## src/rtl/fetch_unit_if.sv

```systemverilog
// Fetch-to-ROM and fetch-to-decode signal bundle; master is the fetch unit,
// slave is the environment (ROM, branch unit, decode).
interface fetch_unit_if #(
    parameter int DATA_WIDTH = 16
);
    logic [DATA_WIDTH-1:0] counter;
    logic [DATA_WIDTH-1:0] instruction;
    logic                  redirect_valid;
    logic [DATA_WIDTH-1:0] redirect_pc;
    logic                  out_valid;
    logic                  out_ready;
    logic [DATA_WIDTH-1:0] out_instr;
    logic [DATA_WIDTH-1:0] out_pc;
    logic                  halted;
    logic [DATA_WIDTH-1:0] fetch_count;

    modport master (
        output counter, out_valid, out_instr, out_pc, halted, fetch_count,
        input  instruction, redirect_valid, redirect_pc, out_ready
    );

    modport slave (
        input  counter, out_valid, out_instr, out_pc, halted, fetch_count,
        output instruction, redirect_valid, redirect_pc, out_ready
    );
endinterface

```

## src/rtl/fetch_unit.sv

```systemverilog
// PC/fetch stage: one instruction per cycle, 1-cycle latency from pc to out_valid;
// out_ready low freezes pc and the output register, redirect flushes, halt stops capture.
module fetch_unit #(
    parameter int                    DATA_WIDTH = 16,
    parameter logic [DATA_WIDTH-1:0] RESET_PC   = '0,
    parameter logic [DATA_WIDTH-1:0] HALT_INSTR = '1
) (
    input  logic          clk,
    input  logic          rst,
    fetch_unit_if.master  bus
);
    typedef enum logic {FETCH, HALTED} state_t;

    state_t                state, state_n;
    logic [DATA_WIDTH-1:0] pc, pc_n;
    logic                  out_valid_q, out_valid_n;
    logic [DATA_WIDTH-1:0] out_instr_q, out_instr_n;
    logic [DATA_WIDTH-1:0] out_pc_q, out_pc_n;
    logic                  halted_q, halted_n;
    logic [DATA_WIDTH-1:0] count_q, count_n;
    logic                  xfer;
    logic                  capture;

    assign xfer    = out_valid_q && bus.out_ready;
    assign capture = (state == FETCH) && (!out_valid_q || bus.out_ready);

    assign bus.counter     = pc;
    assign bus.out_valid   = out_valid_q;
    assign bus.out_instr   = out_instr_q;
    assign bus.out_pc      = out_pc_q;
    assign bus.halted      = halted_q;
    assign bus.fetch_count = count_q;

    always_ff @(posedge clk) begin
        if (rst) begin
            state       <= FETCH;
            pc          <= RESET_PC;
            out_valid_q <= 1'b0;
            out_instr_q <= '0;
            out_pc_q    <= '0;
            halted_q    <= 1'b0;
            count_q     <= '0;
        end else begin
            state       <= state_n;
            pc          <= pc_n;
            out_valid_q <= out_valid_n;
            out_instr_q <= out_instr_n;
            out_pc_q    <= out_pc_n;
            halted_q    <= halted_n;
            count_q     <= count_n;
        end
    end

    always_comb begin
        state_n     = state;
        pc_n        = pc;
        out_valid_n = out_valid_q;
        out_instr_n = out_instr_q;
        out_pc_n    = out_pc_q;
        halted_n    = halted_q;
        count_n     = count_q;

        // A transfer in a redirect cycle still reached decode, so it is counted.
        if (xfer && (count_q != '1))
            count_n = count_q + DATA_WIDTH'(1);

        if (bus.redirect_valid) begin
            state_n     = FETCH;
            pc_n        = bus.redirect_pc & ~DATA_WIDTH'(1);
            out_valid_n = 1'b0;
            halted_n    = 1'b0;
        end else begin
            case (state)
                FETCH: begin
                    if (capture) begin
                        out_instr_n = bus.instruction;
                        out_pc_n    = pc;
                        out_valid_n = 1'b1;
                        pc_n        = pc + DATA_WIDTH'(2);
                        if (bus.instruction == HALT_INSTR) begin
                            state_n  = HALTED;
                            halted_n = 1'b1;
                        end
                    end else if (xfer) begin
                        out_valid_n = 1'b0;
                    end
                end
                HALTED: begin
                    if (xfer)
                        out_valid_n = 1'b0;
                end
                default: state_n = FETCH;
            endcase
        end
    end
endmodule
```

## src/flat_wrapper.sv

```systemverilog
// flat-port wrapper written by rule: the top's interface ports become plain ports
module fetch_unit_flat 
#(
    parameter int                    DATA_WIDTH = 16,
    parameter logic [DATA_WIDTH-1:0] RESET_PC   = '0,
    parameter logic [DATA_WIDTH-1:0] HALT_INSTR = '1
)
  (clk, rst, bus_counter, bus_out_valid, bus_out_instr, bus_out_pc, bus_halted, bus_fetch_count, bus_instruction, bus_redirect_valid, bus_redirect_pc, bus_out_ready);
  fetch_unit_if #(.DATA_WIDTH(DATA_WIDTH)) bus_i ();
  input  logic clk;
  input  logic rst;
  output wire logic [$bits(bus_i.counter)-1:0] bus_counter;
  output wire logic [$bits(bus_i.out_valid)-1:0] bus_out_valid;
  output wire logic [$bits(bus_i.out_instr)-1:0] bus_out_instr;
  output wire logic [$bits(bus_i.out_pc)-1:0] bus_out_pc;
  output wire logic [$bits(bus_i.halted)-1:0] bus_halted;
  output wire logic [$bits(bus_i.fetch_count)-1:0] bus_fetch_count;
  input wire logic [$bits(bus_i.instruction)-1:0] bus_instruction;
  input wire logic [$bits(bus_i.redirect_valid)-1:0] bus_redirect_valid;
  input wire logic [$bits(bus_i.redirect_pc)-1:0] bus_redirect_pc;
  input wire logic [$bits(bus_i.out_ready)-1:0] bus_out_ready;
  assign bus_counter = bus_i.counter;
  assign bus_out_valid = bus_i.out_valid;
  assign bus_out_instr = bus_i.out_instr;
  assign bus_out_pc = bus_i.out_pc;
  assign bus_halted = bus_i.halted;
  assign bus_fetch_count = bus_i.fetch_count;
  assign bus_i.instruction = bus_instruction;
  assign bus_i.redirect_valid = bus_redirect_valid;
  assign bus_i.redirect_pc = bus_redirect_pc;
  assign bus_i.out_ready = bus_out_ready;
  fetch_unit #(.DATA_WIDTH(DATA_WIDTH), .RESET_PC(RESET_PC), .HALT_INSTR(HALT_INSTR)) u_core (.clk(clk), .rst(rst), .bus(bus_i));
endmodule
```

## config.mk

```make
export PLATFORM = sky130hd
export DESIGN_NAME = fetch_unit_flat
export DESIGN_NICKNAME = d
export VERILOG_FILES = /design/src/rtl/fetch_unit_if.sv /design/src/rtl/fetch_unit.sv /design/src/flat_wrapper.sv
export SDC_FILE = /design/constraint.sdc
export NUM_CORES = 1
export LEC_CHECK = 0
export ABC_AREA = 1
export BUFFER_PORTS_ARGS = -buffer_cell sky130_fd_sc_hd__buf_2
export CELL_PAD_IN_SITES_DETAIL_PLACEMENT = 2
export CELL_PAD_IN_SITES_GLOBAL_PLACEMENT = 2
export CORE_ASPECT_RATIO = 1.25
export CORE_MARGIN = 10
export CORE_UTILIZATION = 27
export CTS_CLUSTER_DIAMETER = 60
export DETAILED_ROUTE_END_ITERATION = 10
export PLACE_DENSITY = 0.78
export SYNTH_ARGS = -nofsm -noshare
export SYNTH_HDL_FRONTEND = slang
export SYNTH_SLANG_ARGS = --single-unit
export TNS_END_PERCENT = 5
```

## constraint.sdc

```tcl
create_clock -name clk -period 1.9 [get_ports clk]
set_clock_uncertainty 0.15 [all_clocks]
set_input_delay 0.095 -clock clk [delete_from_list [all_inputs] [get_ports clk]]
set_output_delay 0.095 -clock clk [all_outputs]
set_load 0.005 [all_outputs]
```

==> results.toml, run 1 <==
[pwr]
power_per_cell_area_nw_per_um2 = 797
sw_frac_of_total_pct = 26.8
worst_case_vdd_ir_drop_v = 0.000400
p_seq_share_pct = 40.9
leakage_uw = 0.00206
cellInternalPower_uw = 2630
logic_pwr_share_pct = 12.4
p_sw_uw = 964
power.total_uw = 3600
share_clk_of_total_power_pct = 46.7

[clock_tree]
cts_buffer_depth = 2
clk-insertion-delay-late_ps = 340
htree_levels = 3
post_cts_repair_timing_setup_buffer_count = 0
tritoncts = "yes"
clk_transition_reported_paths_ps = 60
cts-buffers-inserted = 9
cts_root_buffer = "sky130_fd_sc_hd__clkbuf_16"
tritoncts_num_sinks = 65

[critical_path]
reg2reg_from = "u_core.bus.fetch_count[1]"
cp-startpoint = "u_core.bus.fetch_count[1]"
rr_endpoint = "u_core.bus.fetch_count[13]"
critical_path_end = "u_core.bus.fetch_count[13]"
critical_path.max_fanout = 17
critical_path_class = "register to register"
cp.required_ps = 1980
worst_setup_path_start_kind = "register"
cp-end-kind = "register"
arrival_ps = 1790
worst-r2r-cell-count = 9
r2r_setup_slack_ps = 190

[synthesis]
netlist_instances = 471
synth_flop_cell = "sky130_fd_sc_hd__dfxtp_1"
synthTopCellsByCount = "sky130_fd_sc_hd__nand2_1 (150), sky130_fd_sc_hd__dfxtp_1 (65), sky130_fd_sc_hd__nor2_1 (56)"
yosysMostFrequentCell = "sky130_fd_sc_hd__nand2_1"
syn_avg_cell_area_sq_um = 6.79
async_s_r_ff_share_synth_pct = 0
top_area_cell_type_share_of_the_netlist_area_pct = 40.7
synth_warnings = 0
synth_seq_area_share_pct = 40.7
synth_edf_count = 0
synth_largest_area_cell = "sky130_fd_sc_hd__dfxtp_1"
synth.distinct_cells = 34
synth_area_leaders = "sky130_fd_sc_hd__dfxtp_1 (41%), sky130_fd_sc_hd__nand2_1 (18%), sky130_fd_sc_hd__nor2_1 (6.6%), sky130_fd_sc_hd__a21oi_1 (5.8%), sky130_fd_sc_hd__inv_1 (4.9%)"
yosys_register_bits = 65
synth.cell_area_sq_um = 3200

[drt]
drt-initial-drc-count = 127
route.layer.met1.wl_mm = 5.25
detail_route.wirelength_mm = 13.4
detail_route.wl_per_cell_um = 17.3
drt-vias-per-instance = 4.72
wl_met3_um = 527
drt-pass1-iter-count = 4
highest_layer = "met4"
detail_route.drc_violations = 0
ant_nets = 0
route.vias.total = 3652
routed_met2_length_mm = 7.32

[floorplan]
initial_utilization_pct = 27.5
floorplan.die.height_um = 142
floorplan.core_area_sq_um = 11600
io_pins = 102
floorplan.die_area_sq_um = 16600
die_w_um = 117
floorplan.rows = 44

[global_routing]
number_of_antenna_violations_at_the_first_check_in_global_routing = 0
first_global_vias = 4237
global_route_wire_length_before_repair_mm = 21.8
track_usage_pct = 16.3
grt_overflow_total = 0
grt_max_degree = 43

[run]
drv_cap = 0

[timing]
grt_setup_unrepaired = "no"
finalMaxSlewViolations = 0
final_min_period_over_clock_period_pct = 90.1
setup_viol = 0
fin_tns_setup_ps = 0
min_period_ps = 1710
relSlewSlack_pct = 61.4
hold_viol = 0
worst_slew_pin_slew_ps = 578
achievable-frequency_ghz = 0.584

[layout]
post-route-util_pct = 38.9
final_cell_count_no_fill = 773
layout-area-overhead-vs-synth_pct = 41.3
fill_cells = 1391
layout.cell_area.non_filler_sq_um = 4520
finish.net_count = 645
antenna_cells_inserted = 0
final_layout_size_suffix_gt1_share_pct = 25.5

[place]
placedInstanceArea_sq_um = 3930
detailedPlacementHpwl_mm = 9.61
post-place-cells = 730
place_congestion = 0.764
numPortBuffers = 98

[run_status]
status = "complete, no violations"

[min_path]
min-delay-path-class = "input pin to register"
## area by class of cell
| class | count | area [sq um] | share of cell area, % |
|---|---|---|---|
| Multi-Input combinational cell | 342 | 1620 | 35.9 |
| Sequential cell | 65 | 1300 | 28.8 |
| Timing Repair Buffer | 145 | 927 | 20.5 |
| Clock buffer | 9 | 225 | 4.99 |
| Tap cell | 161 | 201 | 4.46 |
| Inverter | 44 | 168 | 3.71 |
| Clock inverter | 7 | 70.1 | 1.55 |
## power groups by stage
| stage | sequential, uW | combinational (uW) | clock [uW] |
|---|---|---|---|
| final | 1470 | 446 | 1680 |
| after global routing | 1480 | 500 | 1800 |
| after CTS | 1470 | 448 | 1720 |
| after detailed placement | 1500 | 401 | 0 |
| after global placement | 1490 | 383 | 0 |
| after floorplan | 1500 | 187 | 0 |
## cell usage in the layout, fill, tap and decap left out, types with 2 or more instances in the layout
| master | netlist | final |
|---|---|---|
| sky130_fd_sc_hd__buf_4 | 3 | 18 |
| sky130_fd_sc_hd__nor2_4 | 2 | 2 |
| sky130_fd_sc_hd__a31oi_1 | 4 | 4 |
| sky130_fd_sc_hd__nor2_1 | 56 | 56 |
| sky130_fd_sc_hd__dlygate4sd3_1 | 0 | 27 |
| sky130_fd_sc_hd__nor2_2 | 3 | 3 |
| sky130_fd_sc_hd__a21oi_2 | 10 | 10 |
| sky130_fd_sc_hd__buf_2 | 6 | 98 |
| sky130_fd_sc_hd__nand3_1 | 24 | 24 |
| sky130_fd_sc_hd__xor2_1 | 5 | 5 |
| sky130_fd_sc_hd__conb_1 | 1 | 2 |
| sky130_fd_sc_hd__clkinv_2 | 0 | 3 |
| sky130_fd_sc_hd__nand2_1 | 150 | 150 |
| sky130_fd_sc_hd__xnor2_1 | 3 | 3 |
| sky130_fd_sc_hd__inv_1 | 42 | 42 |
| sky130_fd_sc_hd__o21ai_0 | 19 | 19 |
| sky130_fd_sc_hd__a21oi_1 | 37 | 37 |
| sky130_fd_sc_hd__a211oi_1 | 2 | 2 |
| sky130_fd_sc_hd__dfxtp_1 | 65 | 65 |
| sky130_fd_sc_hd__o21ai_1 | 2 | 2 |
| sky130_fd_sc_hd__clkbuf_16 | 0 | 9 |
| sky130_fd_sc_hd__nand4_1 | 10 | 10 |
| sky130_fd_sc_hd__nand3b_1 | 4 | 4 |
## repair_timing
item / CTS / global route
gates resized for setup: 0 / 3
endpoints found under the setup margin: 0 / 10
hold endpoints to repair: 31 / 0
hold buffers: 27 / 0
## how the worst min path moves through the flow
stage               cells after the start                       to           startpoint
floorplan                               2  u_core.bus.out_instr[0]   bus_instruction[0]
global placement                        3  u_core.bus.out_instr[0]   bus_instruction[0]
detailed placement                      3  u_core.bus.out_instr[6]   bus_instruction[6]
CTS                                     6   u_core.bus.counter[13]  bus_redirect_pc[13]
global route                            4     u_core.bus.out_valid        bus_out_ready
finish                                  6   u_core.bus.counter[13]  bus_redirect_pc[13]
## per-stage QoR
stage               hold slack (ps)  setup slack, ps
floorplan                      87.7              292
global placement                206              200
detailed placement              218              113
CTS                            15.3             96.1
global route                   48.5             50.0
finish                         14.4              187
## logic make-up (layout without fill, tap and decap cells)
family	after synthesis	count (layout)	share of synthesized area, %
DFF	65	65	40.7
AOI/OAI and AO/OA	76	76	13.6
xor gates and xnor gates	8	8	2.19
buffers and inverters	65	205	9.04
other	1	2	0.117
and+or+nand+nor	254	254	33.6
adders and majority gates	2	2	0.783
## state kept, by name, summed over array words and instances (netlist names)
name                    flops
u_core.bus.out_instr       16
u_core.bus.out_pc          15
u_core.state                1
u_core.bus.halted           1
u_core.bus.out_valid        1
u_core.bus.fetch_count     16
u_core.bus.counter         15
## critical path, cell delays in order, from the launching register on
cell	delay [ps]
sky130_fd_sc_hd__dfxtp_1	410
sky130_fd_sc_hd__ha_4	190
sky130_fd_sc_hd__inv_1	50
sky130_fd_sc_hd__nor2_1	120
sky130_fd_sc_hd__nand2_1	120
sky130_fd_sc_hd__nor2_2	170
sky130_fd_sc_hd__nor2_4	50
sky130_fd_sc_hd__buf_12	140
sky130_fd_sc_hd__a21oi_1	130
sky130_fd_sc_hd__nor2_1	60
## layer usage
| layer | vias up | track usage (%) |
|---|---|---|
| met5 | - | 0 |
| met4 | 0 | 5.81 |
| li1 | 1770 | - |
| met1 | 1794 | 16.5 |
| met2 | 70 | 31.2 |
| met3 | 18 | 4.29 |
No activity file was read; power rests on OpenSTA's default activity.
==> run 2: changes to the inputs <==
--- a/config.mk
+++ b/config.mk
@@ -14,6 +14,8 @@
 export CORE_UTILIZATION = 27
 export CTS_CLUSTER_DIAMETER = 60
 export DETAILED_ROUTE_END_ITERATION = 10
+export GPL_TIMING_DRIVEN = 0
+export HOLD_SLACK_MARGIN = 0.12
 export PLACE_DENSITY = 0.78
 export SYNTH_ARGS = -nofsm -noshare
 export SYNTH_HDL_FRONTEND = slang
==> run 2 against run 1 <==
Final area rose by 1.3%. Core utilization rose by 0.52 points. Register-to-register slack got worse by 20 ps. Final cell count rose by 0.91%. Count of clock-buffer cells in the layout rose by 1. Global-route usage rose by 0.84 points. Hold slack improved by 300 ps. Sequential power barely moved. Non-clock buffer count rose by 6. Sequential share of layout area fell by 0.27 points.
==> results.toml, run 2 (same netlist as run 1, synthesis figures left out) <==
[critical_path]
worst_setup_path_start_kind = "input pin"
cp.required_ps = 2000
critical_path.max_fanout = 10
critPathMostFrequentCell = "sky130_fd_sc_hd__nand2_1"
critical_path.max_stage_delay_ps = 530
cp-startpoint = "bus_out_ready"
critical_path_class = "input pin to register"
crit_chain = "dlygate4sd3_1 > buf_2 > inv_1 > nand2_1 > nand3_4 > inv_2 > buf_4 > buf_6 > nand2_1 > a21oi_1"
arrival_ps = 1840
cp_slowest_cell = "sky130_fd_sc_hd__dlygate4sd3_1"
cp-end-kind = "register"
worst-r2r-cell-count = 8
reg2reg_from = "u_core.bus.counter[1]"

[global_routing]
grt_max_degree = 13
grt_overflow_total = 0
first_global_vias = 4240
global_route_wire_length_before_repair_mm = 22.9
number_of_antenna_violations_at_the_first_check_in_global_routing = 0
track_usage_pct = 17.1

[clock_tree]
clk-insertion-delay-late_ps = 340
cts-buffers-inserted = 9
tritoncts_num_sinks = 65
tritoncts = "yes"
cts_buffer_depth = 2
htree_levels = 3
cts_root_buffer = "sky130_fd_sc_hd__clkbuf_16"
post_cts_repair_timing_setup_buffer_count = 0
clk_transition_reported_paths_ps = 60

[timing]
relSlewSlack_pct = 49.4
worst_slew_pin_slew_ps = 759
finalMaxSlewViolations = 0
hold_viol = 0
min_period_ps = 1740
setup_viol = 0
achievable-frequency_ghz = 0.574
grt_setup_unrepaired = "no"
final_min_period_over_clock_period_pct = 91.7
fin_tns_setup_ps = 0

[layout]
finish.net_count = 651
layout-area-overhead-vs-synth_pct = 43.1
mostFrequentLayoutCell = "sky130_fd_sc_hd__nand2_1"
final_layout_size_suffix_gt1_share_pct = 24.8
layout.cells.most_common_list = "sky130_fd_sc_hd__nand2_1 (150), sky130_fd_sc_hd__buf_2 (101), sky130_fd_sc_hd__dfxtp_1 (61)"

[pwr]
share_clk_of_total_power_pct = 48.6
p_sw_uw = 987
cellInternalPower_uw = 2770
power.total_uw = 3760
p_seq_share_pct = 39.5
worst_case_vdd_ir_drop_v = 0.000331
power_per_cell_area_nw_per_um2 = 822
logic_pwr_share_pct = 11.9
sw_frac_of_total_pct = 26.3
leakage_uw = 0.00205

[floorplan]
io_pins = 102
floorplan.die.height_um = 142
floorplan.rows = 44
floorplan.core_area_sq_um = 11600
die_w_um = 117
floorplan.die_area_sq_um = 16600
initial_utilization_pct = 27.5

[place]
detailedPlacementHpwl_mm = 10.1
place_congestion = 0.789
numPortBuffers = 96

[drt]
ant_nets = 0
drt-initial-drc-count = 118
drt-vias-per-instance = 4.77
detail_route.wl_per_cell_um = 18.4
drt-pass1-iter-count = 4
detail_route.drc_violations = 0
route.vias.total = 3717
detail_route.wirelength_mm = 14.4

[run_status]
status = "complete, no violations"

[run]
drv_cap = 0

[min_path]
min_path_cells = 2
min-delay-path-class = "register to register"
holdCritStartpoint = "u_core.bus.out_pc[15]"
==> run 2: path summary, 6_finish.rpt <==
kind	end	slack [ps]
worst max-delay path	u_core.bus.out_pc[7]	160
worst min-delay path	u_core.bus.out_pc[15]	310
worst max register to register	u_core.bus.counter[9]	170
worst min register to register	u_core.bus.out_pc[15]	310
==> run 2: layout make-up <==
type	count	area (sq um)
Antenna cell	1	2.50
Sequential cell	65	1310
Multi-Input combinational cell	342	1630
Buffer	21	124
Timing Repair Buffer	130	821
Inverter	44	168
Tap cell	161	201
Clock inverter	6	92.6
Clock buffer	10	229
Fill cell	1392	7040
==> run 2: power groups by stage <==
| stage | registers [uW] | clock network [uW] | logic [uW] |
|---|---|---|---|
| 2_1_floorplan | 1500 | 0 | 187 |
| 3_3_place_gp | 1510 | 0 | 367 |
| 3_5_place_dp | 1510 | 0 | 382 |
| 4_1_cts | 1480 | 1860 | 443 |
| 5_1_grt | 1490 | 1910 | 500 |
| 6_report | 1490 | 1830 | 447 |
==> run 2: per-stage QoR <==
| step | utilization [%] | cells | cell area (sq um) | setup WS (ps) | hold slack (ps) |
|---|---|---|---|---|---|
| 3_5_place_dp | 33.4 | 729 | 3880 | -18.3 | 221 |
| 5_1_grt | 39.4 | 779 | 4570 | 0.945 | 333 |
| 6_report | 39.4 | 780 | 4580 | 157 | 311 |
| 3_3_place_gp | 33.4 | 729 | 3880 | 67.6 | 209 |
| 2_1_floorplan | - | 472 | 3200 | 292 | 87.7 |
| 4_1_cts | 39.1 | 779 | 4550 | 3.87 | 311 |
==> run 2: routing by layer <==
layer / up-vias / part of all wire, % / track usage (%)
met3: 18 / 3.7 / 3.73
li1: 1788 / - / -
met1: 1833 / 39 / 18.0
met2: 78 / 55 / 32.4
met4: 0 / 2.1 / 6.47
met5: - / 0 / 0
==> run 2: timing repair <==
| item | in CTS | in global routing |
|---|---|---|
| endpoints found under the hold margin | 38 | 0 |
| pin swaps | 0 | 1 |
| hold buffers | 34 | 0 |
| resized for setup | 1 | 9 |
| endpoints found under the setup margin | 9 | 21 |
==> run 2: critical path, delay by kind of cell <==
family / cells / cell delay (ps)
AND/OR/NAND/NOR: 3 / 380
AO/OA/AOI/OAI: 1 / 180
buffers and inverters: 6 / 1200
